`config.mk`:
```
export PLATFORM = sky130hd
export DESIGN_NAME = seg7_scan_flat
export DESIGN_NICKNAME = d
export VERILOG_FILES = /design/src/rtl/seg7_scan_pkg.sv /design/src/rtl/seg7_scan_if.sv /design/src/rtl/seg7_scan_hex2seg.sv /design/src/rtl/seg7_scan.sv /design/src/flat_wrapper.sv
export SDC_FILE = /design/constraint.sdc
export NUM_CORES = 1
export LEC_CHECK = 0
export BUFFER_PORTS_ARGS = -buffer_cell sky130_fd_sc_hd__buf_2
export CAP_MARGIN = 10
export CORE_AREA = 8 8 105 107
export DETAILED_ROUTE_END_ITERATION = 7
export DIE_AREA = 0 0 113 115
export PLACE_DENSITY_LB_ADDON = 0.05
export SKIP_LAST_GASP = 1
export SYNTH_ARGS = -nofsm -noshare
export SYNTH_HDL_FRONTEND = slang
export SYNTH_HIERARCHICAL = 1
export SYNTH_SLANG_ARGS = --single-unit
```
`constraint.sdc`:
```
create_clock -name clk -period 6.4 [get_ports clk]
set_input_delay 0.96 -clock clk [delete_from_list [all_inputs] [get_ports clk]]
set_output_delay 0.96 -clock clk [all_outputs]
set_load 0.03 [all_outputs]
```
`src/rtl/seg7_scan_pkg.sv`:
```
// Shared definitions for the multiplexed 7-segment scanner: segment bit
// positions, the hex glyph table and a small width helper.
package seg7_defs;

  // Bit positions inside the 8-bit segment bus {dp,g,f,e,d,c,b,a}.
  typedef enum int {
    SEG_A  = 0,
    SEG_B  = 1,
    SEG_C  = 2,
    SEG_D  = 3,
    SEG_E  = 4,
    SEG_F  = 5,
    SEG_G  = 6,
    SEG_DP = 7
  } seg_bit_e;

  // Active-high glyphs {g,f,e,d,c,b,a}, indexed by the hex value (0..F).
  localparam logic [15:0][6:0] SEG_PATTERNS = {
    7'h71, 7'h79, 7'h5E, 7'h39,   // F E d C
    7'h7C, 7'h77, 7'h6F, 7'h7F,   // b A 9 8
    7'h07, 7'h7D, 7'h6D, 7'h66,   // 7 6 5 4
    7'h4F, 7'h5B, 7'h06, 7'h3F    // 3 2 1 0
  };

  // Counter width for a modulus of n; never narrower than one bit.
  function automatic int width_of(input int n);
    return (n > 1) ? $clog2(n) : 1;
  endfunction

endpackage

```
`src/rtl/seg7_scan_if.sv`:
```
// Display-data and pin bundle between the display-select mux (master)
// and the scanner (slave).
interface seg7_scan_if #(
  parameter int DIGITS   = 4,
  parameter int BRIGHT_W = 4
);
  logic [4*DIGITS-1:0] di;
  logic [DIGITS-1:0]   dp;
  logic                lz_blank;
  logic [DIGITS-1:0]   blink_en;
  logic [BRIGHT_W-1:0] bright;
  logic [7:0]          seg;
  logic [DIGITS-1:0]   an;
  logic                frame;

  modport master (
    output di, dp, lz_blank, blink_en, bright,
    input  seg, an, frame
  );

  modport slave (
    input  di, dp, lz_blank, blink_en, bright,
    output seg, an, frame
  );
endinterface

```
`src/rtl/seg7_scan_hex2seg.sv`:
```
// Combinational hex nibble to active-high 7-segment glyph decoder.
module hex2seg
  import seg7_defs::*;
(
  input  logic [3:0] nibble,
  output logic [6:0] seg
);

  // Straight table lookup; polarity is applied by the caller.
  always_comb seg = SEG_PATTERNS[nibble];

endmodule

```
`src/rtl/seg7_scan.sv`:
```
// Multiplexed 7-segment display scanner: per-slot anode sequencing with an
// anti-ghosting guard, frame-latched display data, leading-zero blanking,
// per-digit blink and PWM brightness. All pins are registered.
module seg7_scan
  import seg7_defs::*;
#(
  parameter int DIGITS       = 4,
  parameter int PRESCALE     = 1000,
  parameter int GUARD        = 2,
  parameter int BRIGHT_W     = 4,
  parameter int BLINK_FRAMES = 128,
  parameter bit AN_ACT_LOW   = 1'b1,
  parameter bit SEG_ACT_LOW  = 1'b1
) (
  input logic        clk,
  input logic        reset,
  seg7_scan_if.slave bus
);

  localparam int PCNT_W = width_of(PRESCALE);
  localparam int IDX_W  = width_of(DIGITS);
  localparam int FCNT_W = width_of(BLINK_FRAMES);

  // Inactive pin levels; XOR-ing an active-high value with these applies polarity.
  localparam logic [DIGITS-1:0] AN_OFF  = AN_ACT_LOW  ? {DIGITS{1'b1}} : {DIGITS{1'b0}};
  localparam logic [7:0]        SEG_OFF = SEG_ACT_LOW ? 8'hFF : 8'h00;

  // Display data captured once per frame so a digit never mixes old and new values.
  typedef struct packed {
    logic [4*DIGITS-1:0] di;
    logic [DIGITS-1:0]   dp;
    logic [DIGITS-1:0]   blink_en;
    logic                lz_blank;
  } shadow_t;

  logic [PCNT_W-1:0]   pcnt;
  logic [IDX_W-1:0]    idx;
  logic [BRIGHT_W-1:0] pwm_cnt;
  logic [FCNT_W-1:0]   fcnt;
  logic                blink_phase;
  shadow_t             shadow;

  logic                slot_end;
  logic                frame_end;

  logic [DIGITS-1:0]   lz_mask;
  logic                zero_run;
  logic [3:0]          nibble;
  logic                cur_dp;
  logic                cur_hidden;
  logic [6:0]          glyph;
  logic                an_on;
  logic [DIGITS-1:0]   an_raw;
  logic [7:0]          seg_raw;

  logic [DIGITS-1:0]   an_q;
  logic [7:0]          seg_q;
  logic                frame_q;

  assign slot_end  = (pcnt == PCNT_W'(PRESCALE - 1));
  assign frame_end = slot_end && (idx == IDX_W'(DIGITS - 1));

  // Slot prescaler, digit index (wraps DIGITS-1 -> 0) and free-running PWM counter.
  always_ff @(posedge clk or negedge reset) begin
    if (!reset) begin
      pcnt    <= '0;
      idx     <= '0;
      pwm_cnt <= '0;
    end else begin
      // NOTE: sequential state uses non-blocking assignments so every flop samples pre-edge values.
      pwm_cnt <= pwm_cnt + 1'b1;
      if (slot_end) begin
        pcnt <= '0;
        idx  <= frame_end ? '0 : idx + 1'b1;
      end else begin
        pcnt <= pcnt + 1'b1;
      end
    end
  end

  // Frame-boundary latch of display data, plus blink frame counter and phase.
  always_ff @(posedge clk or negedge reset) begin
    if (!reset) begin
      // NOTE: the shadow is a few flops rather than a memory, so it is reset to give a defined all-zero first frame.
      shadow      <= '0;
      fcnt        <= '0;
      blink_phase <= 1'b0;
    end else if (frame_end) begin
      shadow <= '{di: bus.di, dp: bus.dp, blink_en: bus.blink_en, lz_blank: bus.lz_blank};
      if (fcnt == FCNT_W'(BLINK_FRAMES - 1)) begin
        fcnt        <= '0;
        blink_phase <= ~blink_phase;
      end else begin
        fcnt <= fcnt + 1'b1;
      end
    end
  end

  // Leading-zero mask and selection of the digit currently being scanned.
  always_comb begin
    // NOTE: every variable is given a default first so no path can infer a latch.
    lz_mask    = '0;
    zero_run   = 1'b1;
    nibble     = 4'h0;
    cur_dp     = 1'b0;
    cur_hidden = 1'b0;
    // Walk down from the top digit; digit 0 is never leading-zero blanked.
    for (int i = DIGITS - 1; i > 0; i--) begin
      zero_run   = zero_run && (shadow.di[4*i +: 4] == 4'h0) && !shadow.dp[i];
      lz_mask[i] = zero_run && shadow.lz_blank;
    end
    for (int i = 0; i < DIGITS; i++) begin
      if (idx == IDX_W'(i)) begin
        nibble     = shadow.di[4*i +: 4];
        cur_dp     = shadow.dp[i];
        cur_hidden = lz_mask[i] || (shadow.blink_en[i] && blink_phase);
      end
    end
  end

  hex2seg u_hex2seg (
    .nibble (nibble),
    .seg    (glyph)
  );

  // Active-high anode/segment values: guard window, PWM gate and blanking.
  always_comb begin
    an_raw  = '0;
    seg_raw = '0;
    an_on   = (pcnt >= PCNT_W'(GUARD)) && (pwm_cnt <= bus.bright) && !cur_hidden;
    for (int i = 0; i < DIGITS; i++) begin
      an_raw[i] = an_on && (idx == IDX_W'(i));
    end
    seg_raw[SEG_G:SEG_A] = glyph;
    seg_raw[SEG_DP]      = cur_dp;
  end

  // Output pin registers with polarity applied; reset forces every pin inactive.
  always_ff @(posedge clk or negedge reset) begin
    if (!reset) begin
      an_q    <= AN_OFF;
      seg_q   <= SEG_OFF;
      frame_q <= 1'b0;
    end else begin
      an_q    <= an_raw ^ AN_OFF;
      seg_q   <= seg_raw ^ SEG_OFF;
      frame_q <= frame_end;
    end
  end

  assign bus.an    = an_q;
  assign bus.seg   = seg_q;
  assign bus.frame = frame_q;

endmodule

```
`src/flat_wrapper.sv`:
```
// flat-port wrapper written by rule: the top's interface ports become plain ports
module seg7_scan_flat import seg7_defs::*;
#(
  parameter int DIGITS       = 4,
  parameter int PRESCALE     = 1000,
  parameter int GUARD        = 2,
  parameter int BRIGHT_W     = 4,
  parameter int BLINK_FRAMES = 128,
  parameter bit AN_ACT_LOW   = 1'b1,
  parameter bit SEG_ACT_LOW  = 1'b1
)
  (clk, reset, bus_di, bus_dp, bus_lz_blank, bus_blink_en, bus_bright, bus_seg, bus_an, bus_frame);
  seg7_scan_if #(.DIGITS(DIGITS), .BRIGHT_W(BRIGHT_W)) bus_i ();
  input logic clk;
  input logic reset;
  input wire logic [$bits(bus_i.di)-1:0] bus_di;
  input wire logic [$bits(bus_i.dp)-1:0] bus_dp;
  input wire logic [$bits(bus_i.lz_blank)-1:0] bus_lz_blank;
  input wire logic [$bits(bus_i.blink_en)-1:0] bus_blink_en;
  input wire logic [$bits(bus_i.bright)-1:0] bus_bright;
  output wire logic [$bits(bus_i.seg)-1:0] bus_seg;
  output wire logic [$bits(bus_i.an)-1:0] bus_an;
  output wire logic [$bits(bus_i.frame)-1:0] bus_frame;
  assign bus_i.di = bus_di;
  assign bus_i.dp = bus_dp;
  assign bus_i.lz_blank = bus_lz_blank;
  assign bus_i.blink_en = bus_blink_en;
  assign bus_i.bright = bus_bright;
  assign bus_seg = bus_i.seg;
  assign bus_an = bus_i.an;
  assign bus_frame = bus_i.frame;
  seg7_scan #(.DIGITS(DIGITS), .PRESCALE(PRESCALE), .GUARD(GUARD), .BRIGHT_W(BRIGHT_W), .BLINK_FRAMES(BLINK_FRAMES), .AN_ACT_LOW(AN_ACT_LOW), .SEG_ACT_LOW(SEG_ACT_LOW)) u_core (.clk(clk), .reset(reset), .bus(bus_i));
endmodule
```
# == Yosys cells after proc, flatten, opt, wreduce, memory -nomap -nowiden ==
# Memories as Yosys holds them, arrays and structs flattened.
# Cells that the tools add are included.
# op_classes
add_sub_neg,4
n_lt_le_gt_ge,3
n_eq_ne,5
n_mux,16
bitwise,3
reduce_logical,31
# ops
operator,n
1-bit logical AND,19
4-bit two-way mux,4
7-bit two-way mux,2
4-bit zero test,3
"10-bit by 1-bit adder with 10-bit output, second input constant",1
"10-bit == test, second input constant",1
"10-bit by 2-bit >= comparator with 1-bit output, second input constant",1
10-bit two-way mux,1
1-bit two-way mux,8
8-bit inverter,1
"7-bit by 1-bit adder with 7-bit output, second input constant",1
"7-bit == test, second input constant",1
"4-bit by 5-bit < comparator with 1-bit output, second input constant",1
"4-bit by 1-bit adder with 4-bit output, second input constant",1
"2-bit == test, second input constant",2
4-bit <= comparator,1
1-bit zero test,4
4-bit inverter,1
1-bit logical OR,3
"2-bit by 1-bit adder with 2-bit output, second input constant",1
"2-bit by 1-bit == test with 1-bit output, second input constant",1
2-bit zero test,1
2-bit two-way mux,1
2-bit AND reduction,1
1-bit inverter,1
# word_totals
regBits,62
mem_bits_ro,112
in_bits,31
wordCells,75
mem_count,1
# mem_list
name,depth,width,read_ports,rd_ports_with_merged_regs,wr,line_no,source
(no name shown),16,7,1,0,0,seg7_scan_hex2seg.sv:10,always_comb seg = SEG_PATTERNS[nibble];

# == Longest topological paths before layout ==
# depth
depth_word,15
ltp_mapped,11
ltp_nobuf,10

# == By module ==
# Netlist, hierarchy kept.
# modules_own_cells
module,n_inst,cells_per_inst,area_per_inst_um2,seq_area_each_um2
seg7_scan,1,248,2890.3,1566.5
hex2seg,1,33,282.8,0.0

# == Worst setup path before layout ==
# No wires, ideal clock.
# synth_timing
kind,register -> register
startpoint,register u_core.idx[0]
endpoint,register u_core.seg_q[3] (netlist: u_core/bus.seg[3])
setup_time_ns,0.060
arrival_time_ns,2.460
required_time_ns,6.340
path_slack_ns,3.881
stages_incl_launch_ff,10
path_buffers,1
cell_sequence,dfrtp_1 ha_1 clkbuf_1 nor2b_1 a221oi_1 o31ai_1 inv_1 ha_1 mux4_2 inv_1
# synth_via
elab_chain_len,8
word_cells_on_any_way,11
cone_classes,eq/ne: 3; mux: 5; bitwise: 1; reduce/logical: 1; memory: 1
# synth_lines
item,line_no,source
from (decl),seg7_scan.sv:37,logic [IDX_W-1:0] idx;
from (signal assigned),seg7_scan.sv:74,idx <= frame_end ? '0 : idx + 1'b1;
2-bit zero test,seg7_scan.sv:113,if (idx == IDX_W'(i)) begin
4-bit two-way mux (3 in series),seg7_scan.sv:113,
4-bit two-way mux (*),seg7_scan.sv:113,
net u_core.nibble[0],seg7_scan.sv:48,logic [3:0] nibble;
memory read 16 x 7 bit (*),--,
7-bit two-way mux (not written as such) (*),seg7_scan_hex2seg.sv:10,
net u_core.glyph[3],seg7_scan.sv:51,logic [6:0] glyph;
8-bit inverter (no source line) (*),--,
to (signal assigned),seg7_scan.sv:146,seg_q <= seg_raw ^ SEG_OFF;
to (decl),seg7_scan.sv:57,logic [7:0] seg_q;
# Mark *: on every way through the listed nets, which the timed path passes. The rest lies on a longest branch. The select of a mux whose other input is x is not followed.
# A chain may end at the register's enable or synchronous reset.

# == Worst setup path in the final report ==
# layout_timing
startpoint,register u_core.idx[1]
endpoint,register u_core.seg_q[3] (netlist: u_core/bus.seg[3])
# The elaborated chain is that of the path after synthesis.

==> metrics.md <==
| Metric | Value |
|---|---|
| Status | complete, no violations |
| TritonCTS buffer count | 9 |
| Row cnt | 36 |
| Min Tclk post-route | 2.742 ns |
| Core box area | 0.009459 mm2 |
| H-tree level count | 3 |
| # IOs | 44 |
| Area Overhead vs Synth | 15.58% |
| Routed vias | approximately 2200 |
| DP Wirelength | between 4 and 5 mm |
| Max Slew Vio Count | 0 |
| WP data required | 6.68 ns |
| DIE AREA | 0.01300 mm2 |
| Top sig layer | met4 |
| Hold path depth | 1 |
| Gpl congestion | roughly 0.75 |
| Number of buffers added on ports | between 40 and 50 |
| Register bit count reported by yosys | just over 60 |
| Leakage | approximately 1.8 nW |
| Initial antenna violation count | 0 |
| Slowest stage delay, CP | between 0.4 and 0.5 ns |
| CP startpoint kind | flop |
| Number of synthesized flops with an enable pin | 0 |
| Post-Route WL | 6.605 mm |
| Largest net degree at the start of global routing | 63 |
| Syn_area_per_cell | ~11 um2 |
| Worst setup EP type | flop |
| Non-filler cells in the finished layout | between 400 and 500 |
| Slowest stage cell, crit path | o31ai_1 |
| Design Power | between 0.7 and 0.8 mW |
| Seq/Total Area, Yosys | 49.37% |
| Reg2reg path depth | 9 |
| Routed len/inst | approximately 15 um |
| Hold Violations, Final | 0 |
| CTS tree | done |
| Post-synthesis cell count | between 200 and 300 |
| CP Data Arrival Time | 3.02 ns |
| Most common cell after layout, fill and taps aside | dfrtp_1 |
| Layout cell share with drive strength beyond 1 | roughly a third |
| CP delay by family, top | adder cells |
| Setup Skew | just under 0.009 ns |
| Drt first pass iters | 4 |
| Hold buffers post-CTS | 0 |
| Yosys cell types | between 40 and 50 |
| Synth async-reset ratio | 100.0% |
| Met3 wire length | ~310 um |
| Top cell by count, worst path | inv_1 |
| Routed Antenna Nets | 0 |
| Clock Sinks | 62 |
| Die W | 113 um |
| Peak supply drop | 0.00008416 V |
| Post-Syn Nets | 331 |
| Diodes inserted | 0 |
| Worst path bufs/invs | 3 |
| CP Depth | 9 |
| Reg clk slew, reported paths | about 0.070 ns |
| Tcrit/Tclk final | a little over two fifths |
| RSZ-0062 raised after global routing | no |
| Vias per std cell | around 5 |
| Hold/Removal Path Class | reg2reg |
| Syn. warnings | 6 |
| Synthesized area | roughly 0.0032 mm2 |
| Inst Count DP | 430 |
| DRC | 0 |
| Met2 wire len | between 3 and 4 mm |
| GRT Overall Usage | ~11% |
| Post-CTS Setup Repair Bufs | 0 |
| Post-CTS resize count | 0 |
| Kind of critical path | reg2reg |
| Cell Chain, Critical Path | inv_1 -> ha_1 -> nor2b_1 -> a221oi_1 -> o31ai_1 -> inv_1 -> ha_1 -> mux4_2 -> inv_1 |
| Clock root buffer | clkbuf_8 |
| Max frequency | between 300 and 400 MHz |
| Setup TNS | 0 ns |
| Routed met1 length | 3.129 mm |
| Skew-Pair Late Insertion Delay | 0.33 ns |
| Clock tree buffer depth | 2 |
| NumNets Final | ~380 |
| FILL cells | roughly 960 |
| Setup violation total in the final timing report | 0 |
| Commonest cells after routing, fill and taps aside | dfrtp_1 (50), buf_2 (43), mux2_2 (28) |
| Top_reg_cell synth | dfrtp_1 |
| Slew headroom | between 20% and 30% |
| Starting Density | about a third |
| First-pass GRT wire length | approximately 12 mm |
| Max capacitance violation total | 0 |
| GRT overflow | 0 |
| Vias in the first global route | 2293 |
| Critical path peak fanout | 11 |
| P per Cell Area | just over 200 mW/mm2 |
| Initial DRC Count | 53 |
| DIE HEIGHT | about 120 um |
| Measured slew at the worst slew-check pin | 1.106 ns |
[metal layers]
| layer | vias up | GRT usage (%) |
|---|---|---|
| li1 | 1072 | - |
| met1 | 1056 | 14.03 |
| met2 | 36 | 17.90 |
| met3 | 10 | 3.624 |
| met4 | 0 | 4.352 |
| met5 | - | 0 |
[cell families (layout without fill, tap and decap cells)]
group	after synthesis	after routing	synth area share (%)
adder cells (fa/ha/maj)	19	19	7.492
AO/OA/AOI/OAI	39	39	8.123
flip-flops	62	62	49.37
AND/OR/NAND/NOR	81	81	14.55
multiplexers	31	31	11.28
buffers and inverters	37	88	5.875
XOR/XNOR	12	12	3.312
[worst register-to-register path, stage by stage, from the launching register on]
cell and delay, ns:
dfrtp_1 0.37, inv_1 0.08, ha_1 0.31, nor2b_1 0.27
a221oi_1 0.12, o31ai_1 0.47, inv_1 0.20, ha_1 0.36
mux4_2 0.45, inv_1 0.06
[path summary, 6_finish.rpt]
check | startpoint | endpoint | slack [ns]
worst max-delay path | u_core/idx[1] | u_core/bus.seg[3] | 3.66
worst min-delay path | u_core/fcnt[6] | u_core/fcnt[6] | 0.47
worst max register to register | u_core/idx[1] | u_core/bus.seg[3] | 3.66
worst min register to register | u_core/fcnt[6] | u_core/fcnt[6] | 0.47
max in group asynchronous | reset | u_core/fcnt[4] | 5.09
min in group asynchronous | reset | u_core/pwm_cnt[2] | 0.79
[cell usage after synthesis (7+ instances only)]
master / instances / area share (%)
nand3_1: 11 / 1.7
o21ai_0: 10 / 1.6
ha_1: 19 / 7.5
xnor2_1: 7 / 1.9
a21oi_1: 9 / 1.4
nor2b_1: 8 / 1.6
inv_1: 25 / 3.0
nand2_1: 18 / 2.1
nor2_1: 14 / 1.7
mux2_2: 28 / 9.9
dfstp_2: 12 / 9.9
dfrtp_1: 50 / 39
[power by group]
group / internal [mW] / leakage [nW] / total (mW) / switching, mW
registers: 0.392 / 0.800 / 0.393 / 0.0000641
clock network: 0.199 / 0.106 / 0.350 / 0.150
logic: 0.00816 / 0.899 / 0.0205 / 0.0124
total: 0.600 / 1.81 / 0.763 / 0.163
[sequential cells by signal, summed over array words and instances, names as in the netlist]
name and flops:
u_core/blink_phase 1, u_core/bus.an 4, u_core/bus.frame 1, u_core/bus.seg 8, u_core/fcnt 7, u_core/idx 2
u_core/pcnt 10, u_core/pwm_cnt 4, u_core/shadow 25
[through the flow]
stage	util (%)	setup WS (ns)	hold slack, ns	area, um2
floorplan	-	3.881	0.4116	3173
global placement	36.65	3.732	0.4658	3467
detailed placement	36.65	3.673	0.4578	3467
CTS	38.77	3.647	0.4695	3667
global route	38.77	3.373	0.4906	3667
finish	38.77	3.658	0.4657	3667
[final cells by class]
| class | instances | area (um2) | share of cell area [%] |
|---|---|---|---|
| tap | 114 | 142.6 | 3.889 |
| inverter | 26 | 100.1 | 2.729 |
| timing repair buffer | 46 | 237.7 | 6.482 |
| clock inverter | 4 | 45.04 | 1.228 |
| multi-input combinational | 182 | 1420 | 38.72 |
| clock buffer | 12 | 155.1 | 4.231 |
| sequential | 62 | 1567 | 42.72 |
(Power assumes the default switching activity.)
